File: src/rtl/tl_trk_pkg.sv
// Shared types and helpers for the TileLink transaction tracker.
// Opcodes, error codes, beat math and the per-source table entry.
package tl_trk_pkg;

  localparam logic [2:0] A_PUT_FULL  = 3'd0;
  localparam logic [2:0] A_PUT_PART  = 3'd1;
  localparam logic [2:0] A_ARITH     = 3'd2;
  localparam logic [2:0] A_LOGICAL   = 3'd3;
  localparam logic [2:0] A_GET       = 3'd4;
  localparam logic [2:0] A_INTENT    = 3'd5;

  localparam logic [2:0] D_ACK       = 3'd0;
  localparam logic [2:0] D_ACK_DATA  = 3'd1;
  localparam logic [2:0] D_HINT_ACK  = 3'd2;
  localparam logic [2:0] D_GRANT     = 3'd4;
  localparam logic [2:0] D_GRANT_DATA = 3'd5;

  // size is 4 bits, so a burst has at most 2**12 beats
  localparam int BEAT_W = 13;

  typedef enum logic [2:0] {
    ERR_NONE    = 3'd0,
    ERR_DUP     = 3'd1,
    ERR_ORPHAN  = 3'd2,
    ERR_TIMEOUT = 3'd3,
    ERR_DENIED  = 3'd4
  } err_code_e;

  typedef struct packed {
    logic        valid;
    logic        timed_out;
    logic [31:0] address;
    logic [31:0] age;
  } entry_t;

  function automatic logic a_has_data(input logic [2:0] op);
    return op inside {A_PUT_FULL, A_PUT_PART, A_ARITH, A_LOGICAL};
  endfunction

  function automatic logic d_has_data(input logic [2:0] op);
    return op inside {D_ACK_DATA, D_GRANT_DATA};
  endfunction

  function automatic logic [BEAT_W-1:0] tl_beats(
    input logic [3:0] size,
    input logic       data
  );
    if (data && size > 4'd3)
      return BEAT_W'(1) << (size - 4'd3);
    return BEAT_W'(1);
  endfunction

endpackage

File: src/rtl/tl_txn_tracker_beat.sv
// Burst position counter for one TileLink channel.
// Flags either the first or the last beat of each message.
module tl_beat_counter
  import tl_trk_pkg::*;
#(
  parameter bit LAST = 1'b0
) (
  input  logic              clk,
  input  logic              rst_n,
  input  logic              clear,
  input  logic              fire,
  input  logic [BEAT_W-1:0] beats,
  output logic              hit
);

  logic [BEAT_W-1:0] cnt;
  logic              at_first;
  logic              at_last;

  assign at_first = (cnt == '0);
  assign at_last  = (cnt == beats - BEAT_W'(1));
  assign hit      = fire && (LAST ? at_last : at_first);

  always_ff @(posedge clk) begin
    if (!rst_n || clear)
      cnt <= '0;
    else if (fire)
      cnt <= at_last ? '0 : cnt + BEAT_W'(1);
  end

endmodule

File: src/rtl/tl_txn_tracker.sv
// Passive TileLink A/D tracker: pairs requests with responses by
// source, measures latency, counts traffic and flags protocol errors.
module tl_txn_tracker
  import tl_trk_pkg::*;
#(
  parameter int SRC_W   = 2,
  parameter int TIMEOUT = 1024,
  parameter int LAT_W   = 16,
  parameter int CNT_W   = 32
) (
  input  logic             clock,
  input  logic             reset,
  input  logic             enable,
  input  logic             clear,
  input  logic             a_ready,
  input  logic             a_valid,
  input  logic [2:0]       a_bits_opcode,
  input  logic [3:0]       a_bits_size,
  input  logic [SRC_W-1:0] a_bits_source,
  input  logic [31:0]      a_bits_address,
  input  logic             d_ready,
  input  logic             d_valid,
  input  logic [2:0]       d_bits_opcode,
  input  logic [3:0]       d_bits_size,
  input  logic [SRC_W-1:0] d_bits_source,
  input  logic             d_bits_denied,
  input  logic             d_bits_corrupt,
  output logic [SRC_W:0]   outstanding,
  output logic [CNT_W-1:0] req_count,
  output logic [CNT_W-1:0] resp_count,
  output logic [LAT_W-1:0] last_latency,
  output logic [LAT_W-1:0] max_latency,
  output logic             err_valid,
  output logic [2:0]       err_code,
  output logic [SRC_W-1:0] err_source,
  output logic [31:0]      err_address,
  output logic             err_overflow
);

  localparam int N = 2 ** SRC_W;
  localparam logic [31:0] AGE_MAX =
    32'((64'd1 << LAT_W) - 64'd1);
  localparam logic [31:0] TO_LIM = 32'(TIMEOUT - 1);

  function automatic logic [31:0] sat_inc(input logic [31:0] v);
    return (v >= AGE_MAX) ? AGE_MAX : v + 32'd1;
  endfunction

  entry_t tbl    [N];
  entry_t tbl_nx [N];

  logic              a_fire, d_fire;
  logic              a_first, d_last;
  logic [BEAT_W-1:0] a_beats, d_beats;

  assign a_fire  = a_valid & a_ready & enable;
  assign d_fire  = d_valid & d_ready & enable;
  assign a_beats = tl_beats(a_bits_size, a_has_data(a_bits_opcode));
  assign d_beats = tl_beats(d_bits_size, d_has_data(d_bits_opcode));

  tl_beat_counter #(.LAST(1'b0)) u_a_beat (
    .clk   (clock),
    .rst_n (reset),
    .clear (clear),
    .fire  (a_fire),
    .beats (a_beats),
    .hit   (a_first)
  );

  tl_beat_counter #(.LAST(1'b1)) u_d_beat (
    .clk   (clock),
    .rst_n (reset),
    .clear (clear),
    .fire  (d_fire),
    .beats (d_beats),
    .hit   (d_last)
  );

  entry_t           a_ent, d_ent;
  logic             hit, orphan, dup, deny;
  logic [LAT_W-1:0] d_lat;

  assign a_ent  = tbl[a_bits_source];
  assign d_ent  = tbl[d_bits_source];
  assign hit    = d_last & d_ent.valid;
  assign orphan = d_last & ~d_ent.valid;
  // a retire on the same source frees the slot before the alloc
  assign dup    = a_first & a_ent.valid
                & ~(hit & (d_bits_source == a_bits_source));
  assign deny   = hit & (d_bits_denied | d_bits_corrupt);
  assign d_lat  = LAT_W'(sat_inc(d_ent.age));

  logic [N-1:0]     tmo;
  logic             to_any;
  logic [SRC_W-1:0] to_src;
  logic [SRC_W:0]   nx_out;

  always_comb begin
    tmo    = '0;
    to_any = 1'b0;
    to_src = '0;
    nx_out = '0;
    for (int i = 0; i < N; i++) begin
      tmo[i] = enable & tbl[i].valid & ~tbl[i].timed_out
             & (sat_inc(tbl[i].age) >= TO_LIM);
    end
    for (int i = N - 1; i >= 0; i--) begin
      if (tmo[i]) begin
        to_any = 1'b1;
        to_src = SRC_W'(i);
      end
    end
    for (int i = 0; i < N; i++) begin
      tbl_nx[i] = tbl[i];
      if (enable && tbl[i].valid)
        tbl_nx[i].age = sat_inc(tbl[i].age);
      if (tmo[i])
        tbl_nx[i].timed_out = 1'b1;
    end
    if (hit)
      tbl_nx[d_bits_source].valid = 1'b0;
    if (a_first) begin
      tbl_nx[a_bits_source].valid     = 1'b1;
      tbl_nx[a_bits_source].timed_out = 1'b0;
      tbl_nx[a_bits_source].address   = a_bits_address;
      tbl_nx[a_bits_source].age       = '0;
    end
    for (int i = 0; i < N; i++)
      nx_out = nx_out + (SRC_W + 1)'(tbl_nx[i].valid);
  end

  err_code_e        w_code;
  logic [SRC_W-1:0] w_src;
  logic [31:0]      w_addr;
  logic [2:0]       n_kind;
  logic             multi;

  always_comb begin
    w_code = ERR_NONE;
    w_src  = '0;
    w_addr = '0;
    if (orphan) begin
      w_code = ERR_ORPHAN;
      w_src  = d_bits_source;
    end else if (dup) begin
      w_code = ERR_DUP;
      w_src  = a_bits_source;
      w_addr = a_ent.address;
    end else if (deny) begin
      w_code = ERR_DENIED;
      w_src  = d_bits_source;
      w_addr = d_ent.address;
    end else if (to_any) begin
      w_code = ERR_TIMEOUT;
      w_src  = to_src;
      w_addr = tbl[to_src].address;
    end
  end

  assign n_kind = {2'b0, orphan} + {2'b0, dup}
                + {2'b0, deny} + {2'b0, to_any};
  assign multi  = (n_kind > 3'd1)
                | ((tmo & (tmo - N'(1))) != '0);

  always_ff @(posedge clock) begin
    if (!reset || clear) begin
      for (int i = 0; i < N; i++)
        tbl[i] <= '0;
      outstanding  <= '0;
      req_count    <= '0;
      resp_count   <= '0;
      last_latency <= '0;
      max_latency  <= '0;
      err_valid    <= 1'b0;
      err_code     <= '0;
      err_source   <= '0;
      err_address  <= '0;
      err_overflow <= 1'b0;
    end else begin
      for (int i = 0; i < N; i++)
        tbl[i] <= tbl_nx[i];
      outstanding <= nx_out;
      if (a_first)
        req_count <= req_count + CNT_W'(1);
      if (hit) begin
        resp_count   <= resp_count + CNT_W'(1);
        last_latency <= d_lat;
        if (d_lat > max_latency)
          max_latency <= d_lat;
      end
      err_valid   <= (w_code != ERR_NONE);
      err_code    <= w_code;
      err_source  <= w_src;
      err_address <= w_addr;
      if (multi)
        err_overflow <= 1'b1;
    end
  end

endmodule

File: config.mk
export PLATFORM = sky130hd
export DESIGN_NAME = tl_txn_tracker
export DESIGN_NICKNAME = d
export VERILOG_FILES = /design/src/rtl/tl_trk_pkg.sv /design/src/rtl/tl_txn_tracker_beat.sv /design/src/rtl/tl_txn_tracker.sv
export SDC_FILE = /design/constraint.sdc
export NUM_CORES = 1
export LEC_CHECK = 0
export CORE_ASPECT_RATIO = 0.75
export CORE_MARGIN = 2
export CORE_UTILIZATION = 35
export CTS_BUF_LIST = sky130_fd_sc_hd__clkbuf_16
export DETAILED_ROUTE_END_ITERATION = 8
export HOLD_SLACK_MARGIN = 0.02
export MAX_ROUTING_LAYER = met4
export PLACE_DENSITY = 0.58
export SLEW_MARGIN = 20
export SYNTH_ARGS = -nofsm -noshare
export SYNTH_HDL_FRONTEND = slang
export SYNTH_SLANG_ARGS = --single-unit
export TNS_END_PERCENT = 20
File: constraint.sdc
create_clock -name clock -period 11 [get_ports clock]
set_clock_uncertainty 0.2 [all_clocks]
set_input_delay 1.65 -clock clock [delete_from_list [all_inputs] [get_ports clock]]
set_output_delay 1.65 -clock clock [all_outputs]
set_load 0.05 [all_outputs]
# After elaboration in Yosys (flattened, before gate mapping)
# Memories as Yosys holds them, arrays and structs flattened.
# Cells that the tools add are included.
dict set report totals {
  regBits 164
  ram_bits 264
  inputBits 60
  elab_cells 181
  mem_count 1
}
dict set report op_classes {
  add_sub_neg 20
  n_lt_le_gt_ge 17
  n_eq_ne 8
  n_shift 2
  muxes 64
  n_bitwise 37
  n_reduce_logical 20
}
# name depth width read_ports rd_clocked_by_memory_dff wr line_no
set mem_list {}
lappend mem_list {tbl 4 66 7 0 4 tl_txn_tracker.sv:49} ;# entry_t tbl [N];
# cell count
set ops {}
lappend ops {{264-bit bitwise mux} 5}
lappend ops {{66-bit demux with 2-bit select} 5}
lappend ops {{264-bit two-way mux} 2}
lappend ops {{66-bit two-way mux} 6}
lappend ops {{32-bit two-way mux} 12}
lappend ops {{32-bit by 1-bit adder with 32-bit output, second input constant} 6}
lappend ops {{32-bit by 16-bit >= comparator with 1-bit output, second input constant} 5}
lappend ops {{32-bit by 10-bit >= comparator with 1-bit output, second input constant} 4}
lappend ops {{13-bit two-way mux} 6}
lappend ops {{65-bit two-way mux} 1}
lappend ops {{64-bit two-way mux} 1}
lappend ops {{13-bit by 1-bit adder with 13-bit output, second input constant} 2}
lappend ops {{13-bit equality test} 2}
lappend ops {{1-bit by 4-bit << shifter with 13-bit output, first input constant} 2}
lappend ops {{13-bit by 1-bit subtractor with 13-bit output, second input constant} 2}
lappend ops {{1-bit AND} 22}
lappend ops {{2-bit two-way mux} 9}
lappend ops {{16-bit by 1-bit adder with 16-bit output, second input constant} 1}
lappend ops {{16-bit greater-than comparator} 1}
lappend ops {{16-bit two-way mux} 1}
lappend ops {{13-bit logical NOT} 1}
lappend ops {{1-bit two-way mux} 13}
lappend ops {{1-bit logical AND} 10}
lappend ops {{3-bit two-way mux} 3}
lappend ops {{25 further kinds} 46}

# Logic depth before layout (Yosys ltp)
dict set report depth {
  ltp_word 18
  ltp_mapped 23
  mapped_depth_nobuf 17
}

# Modules after synthesis
# A second synthesis with hierarchy kept.
dict set report unflattened {
  cells_unflattened 2531
  area_unflattened_um2 22032.4
}
# mod instances cells_each area_each_um2 seq_area_each_um2
set modules_own_cells {}
lappend modules_own_cells {tl_txn_tracker 1 2263 19837.8 8047.7}
lappend modules_own_cells {{tl_beat_counter (u_d_beat)} 1 141 1129.8 260.2}
lappend modules_own_cells {{tl_beat_counter (u_a_beat)} 1 127 1064.8 260.2}

# Least setup slack after synthesis
# OpenSTA, ideal clock, no wires.
dict set report synth_path {
  path_type {input to register}
  start {input d_bits_source[0]}
  end {register max_latency[10]}
  setup_ns 0.128
  t_arrival_ns 6.264
  t_required_ns 10.672
  slack_ns 4.408
  cell_stages 22
  path_buffers 6
  path_cell_list {buf_2 -> buf_2 -> mux4_2 -> ha_1 -> and3_1 -> and4_1 -> clkbuf_1 -> a41oi_1 -> clkbuf_1 -> nand2_1 -> ha_1 -> a21o_1 -> a21o_1 -> a21o_1 -> a21o_1 -> a21oi_1 -> nor2_1 -> o31a_1 -> clkbuf_1 -> buf_2 -> mux2i_1 -> nor2_1}
}
dict set report synth_via {
  elab_chain_len 5
}
# element line_no
set synth_lines {}
lappend synth_lines {{start, declared} tl_txn_tracker.sv:25} ;# input logic [SRC_W-1:0] d_bits_source,
lappend synth_lines {{memory 4 x 66 bit (*)} --}
lappend synth_lines {{32-bit by 16-bit >= comparator with 1-bit output / 16-bit by 1-bit adder with 16-bit output (equally long branches)} tl_txn_tracker.sv:46} ;# return (v >= AGE_MAX) ? AGE_MAX : v + 32'd1;
lappend synth_lines {{16-bit two-way mux (*)} tl_txn_tracker.sv:46}
lappend synth_lines {{via d_lat[9]} tl_txn_tracker.sv:81} ;# logic [LAT_W-1:0] d_lat;
lappend synth_lines {{16-bit greater-than comparator (*)} tl_txn_tracker.sv:188} ;# if (d_lat > max_latency)
lappend synth_lines {{2-bit AND reduction (no source line) (*)} --}
lappend synth_lines {{end signal, assigned} tl_txn_tracker.sv:189} ;# max_latency <= d_lat;
lappend synth_lines {{end, declared} tl_txn_tracker.sv:32} ;# output logic [LAT_W-1:0] max_latency,
# Mark *: on every way through the listed nets, which the timed path passes. The rest lies on a longest branch.
# A chain may end at the register's enable or synchronous reset.

# Worst setup path in the final report
dict set report layout_path {
  start {input d_bits_source[0]}
  end {register max_latency[7]}
}
# Same word-level chain as after synthesis.

==> flow_summary_export.csv <==
group,metric,value,unit
status,status,"completed",
logic_synthesis,synth_fp_nets,2753,
logic_synthesis,synth_edf_count,0,
place,port-buffer-count,194,
die,core_area,63760,um2
global_route,grt.total_usage,21.55,%
die,io_pins,198,
hold_path,worstHoldPathType,"flip-flop to flip-flop",
global_route,grt-ovfl-total,0,
routing,via_per_inst,5.679,
clock_tree,ctsResizeCount,0,
pwr,swShare,23.90,%
routing,drtAntennaViolNets,0,
global_route,grt_max_degree,94,
logic_synthesis,synthTopCellsByCount,"dfxtp_1 (428), nand2_1 (409), a21oi_1 (321), nor2_1 (184), clkbuf_1 (162)",
sta,relSlewSlack,24.96,%
logic_synthesis,syn_area,22620,um2
logic_synthesis,synth-warning-count,0,
clock_tree,path_clk_slew,0.06,ns
logic_synthesis,yosys.area.top_type,"dfxtp_1",
logic_synthesis,synth_top_area_share,37.88,%
pwr,intPower,2547,uW
final_layout,area_growth,17.85,%
die,die_area,66700,um2
critical_path,endpoint,"max_latency[7]",
critical_path,rr_startpoint,"tbl[3][0]",
global_route,grt_pass1_vias,19650,
sta,rsz0062_at_grt,"no",
pwr,seqPwrFrac,46.5,%
routing,routed_wl,72200,um
final_layout,fin_nets,2832,
logic_synthesis,synth-main-ff-cell,"dfxtp_1",
final_layout,drive_above_1_share,9.615,%
critical_path,r2r_cells,11,
logic_synthesis,synthArstFlopShare,0,%
routing,first_pass_iters,5,
pwr,vdd.ir_drop.worst,0.0001054,V
clock_tree,root_buffer,"clkbuf_16",
critical_path,crit_path_end_kind,"flip-flop",
pwr,p_per_area,125.5,nW/um2
sta,period_share,59.81,%
die,row_count,80,
logic_synthesis,synth_seq_cells,428,
critical_path,start_kind,"input pin",
global_route,antenna_found_initial,5,
sta,setup_viol,0,
routing,drc,0,
routing,wl_per_cell,19.82,um
logic_synthesis,seq_area_frac_synth,37.88,%
clock_tree,post_cts_buffers,0,
place,gp_congestion,0.8747,
clock_tree,numCtsBuffers,47,
pwr,p_leak,0.009013,uW
logic_synthesis,syn_inst,2659,
logic_synthesis,synth.most_common_cell,"dfxtp_1",
critical_path,ff2ff_setup_slack,5.81,ns
place,dp_slack,3.770,ns
clock_tree,htreeDepth,2,
critical_path,path_max_fanout,54,
logic_synthesis,synth.area.top_cells,"dfxtp_1 (38%), mux4_2 (8.3%), a21oi_1 (7.1%)",
clock_tree,clk_latency,0.60,ns
clock_tree,cts.sinks,428,
sta,setup_slack,4.420,ns
global_route,grt_pass1_wl,112800,um
final_layout,nFillCells,6230,
logic_synthesis,syn_avg_cell_area,8.508,um2
clock_tree,cts_hold_buffers,0,
place,place_hpwl,46840,um
sta,hold_viol_final,0,
critical_path,critical_path_class,"input pin to flip-flop",
logic_synthesis,synth_cell_type_count,86,
clock_tree,cts.path.max_buffers,3,
sta,worst_pin_slew,1.115,ns
sta,max_freq,152.0,MHz
pwr,comb_power_share,5.1,%
sta,report.final.slew_viol_count,0,
critical_path,cp.arrival,6.81,ns
flow_run,cap_violations,0,
routing,vias,20690,
sta,period_needed,6.580,ns
routing,first_iter_violations,1901,
die,die_w,297.6,um
clock_tree,cts_tree,"yes",
critical_path,reg2reg_to,"err_address[1]",
critical_path,worstPathRequired,11.23,ns
pwr,p_total,3347,uW
critical_path,crit_start,"d_bits_source[0]",
pwr,switchingPower,799.7,uW
die,initial_utilization,35.48,%
sta,setup_tns,0,ns
die,fp.dieH,224.2,um
pwr,power_frac_clock,48.4,%
## layer usage
layer | part of all wire [%] | vias to the layer above | track usage (%)
met5 | 0 | - | -
met4 | 2.1 | 0 | 6.435
met3 | 8.2 | 112 | 4.626
met2 | 44 | 784 | 31.47
met1 | 46 | 10030 | 29.75
li1 | - | 9765 | -
## area by class of cell
cell class	count	area, um2	area share, %
diodes	5	12.51	0.04693
clock buffers	48	1201	4.505
clock inverters	40	351.6	1.319
inverters	52	195.2	0.7321
multi-input cells	1988	13130	49.24
flip-flops and latches	428	8568	32.14
well taps	861	1077	4.041
repair buffers	221	2127	7.978
## how the worst min path moves through the flow
| stage | end | slack (ns) | from | cells after the start |
|---|---|---|---|---|
| after floorplan | tbl[0][16] | 0.22 | tbl[0][16] | 1 |
| after global placement | tbl[2][64] | 0.24 | tbl[2][64] | 2 |
| after detailed placement | last_latency[9] | 0.25 | last_latency[9] | 2 |
| after CTS | last_latency[4] | 0.26 | last_latency[4] | 2 |
| after global routing | last_latency[5] | 0.28 | last_latency[5] | 2 |
| final | tbl[2][64] | 0.26 | tbl[2][64] | 2 |
## logic make-up after synthesis
logic type	count (synthesis)	synth area share [%]
xor gates and xnor gates	100	3.872
buffers and inverters	243	4.364
and+or+nand+nor	1056	22.85
adders and majority gates	34	1.914
DFF	428	37.88
muxes	171	12.50
AOI/OAI and AO/OA	627	16.63
## critical path, stage by stage
cell and delay, ns:
buf_2 0.14, buf_4 0.78, mux4_2 0.65, ha_1 0.25
and3_1 0.19, and4_1 0.28, a41oi_1 0.21, buf_4 0.23
o21ai_0 0.24, ha_1 0.36, nand4_1 0.13, nor2_1 0.07
nand3_1 0.13, nor3_1 0.08, nor3b_1 0.22, o31a_1 0.84
mux2i_1 0.28, nor2_1 0.06
## stage by stage
| stage | instance area (um2) | util [%] | cells | hold WS (ns) |
|---|---|---|---|---|
| floorplan | 22620 | - | 2659 | 0.2205 |
| CTS | 26640 | 41.78 | 3638 | 0.2575 |
| global route | 26660 | 41.81 | 3643 | 0.2762 |
| finish | 26660 | 41.81 | 3643 | 0.2556 |
| detailed placement | 25090 | 39.35 | 3550 | 0.2491 |
| global placement | 25090 | 39.35 | 3550 | 0.2374 |
## cells in the final DEF (no fill, tap or decap), types with 10 or more instances in the layout
| cell type | count |
|---|---|
| a211oi_1 | 25 |
| a21oi_1 | 319 |
| mux4_2 | 83 |
| o22ai_1 | 10 |
| inv_1 | 63 |
| nor2_1 | 179 |
| nand2_1 | 409 |
| xnor2_1 | 40 |
| clkdlybuf4s50_1 | 190 |
| dfxtp_1 | 428 |
| clkbuf_16 | 48 |
| nor4_1 | 28 |
| and2_1 | 31 |
| mux2_1 | 18 |
| buf_4 | 28 |
| clkinv_1 | 11 |
| or4_1 | 11 |
| nor2b_1 | 11 |
| mux2_2 | 44 |
| nand4_1 | 44 |
| nand2b_1 | 17 |
| ha_1 | 33 |
| o31ai_1 | 12 |
| mux2i_1 | 26 |
| or3_1 | 34 |
| a21o_1 | 17 |
| o21ai_0 | 103 |
| a22oi_1 | 30 |
| and4_1 | 15 |
| and3_1 | 88 |
| nand3_1 | 79 |
| a311oi_1 | 23 |
| nor3_1 | 45 |
| xor2_1 | 60 |
## flip-flops by register name, summed over array words and instances, names as in the netlist
| register | flops |
|---|---|
| err_address | 32 |
| err_code | 3 |
| err_overflow | 1 |
| err_source | 2 |
| err_valid | 1 |
| last_latency | 16 |
| max_latency | 16 |
| outstanding | 3 |
| req_count | 32 |
| resp_count | 32 |
| tbl | 264 |
| u_a_beat.cnt | 13 |
| u_d_beat.cnt | 13 |
## power by group through the flow
stage                     Combinational, uW  Clock [uW]  Sequential (uW)
final                                   172        1620             1560
after floorplan                         105           0             1590
after detailed placement                170           0             1590
after CTS                               171        1650             1560
after global routing                    186        1720             1560
after global placement                  168           0             1590
No activity file was read; power rests on OpenSTA's default activity.
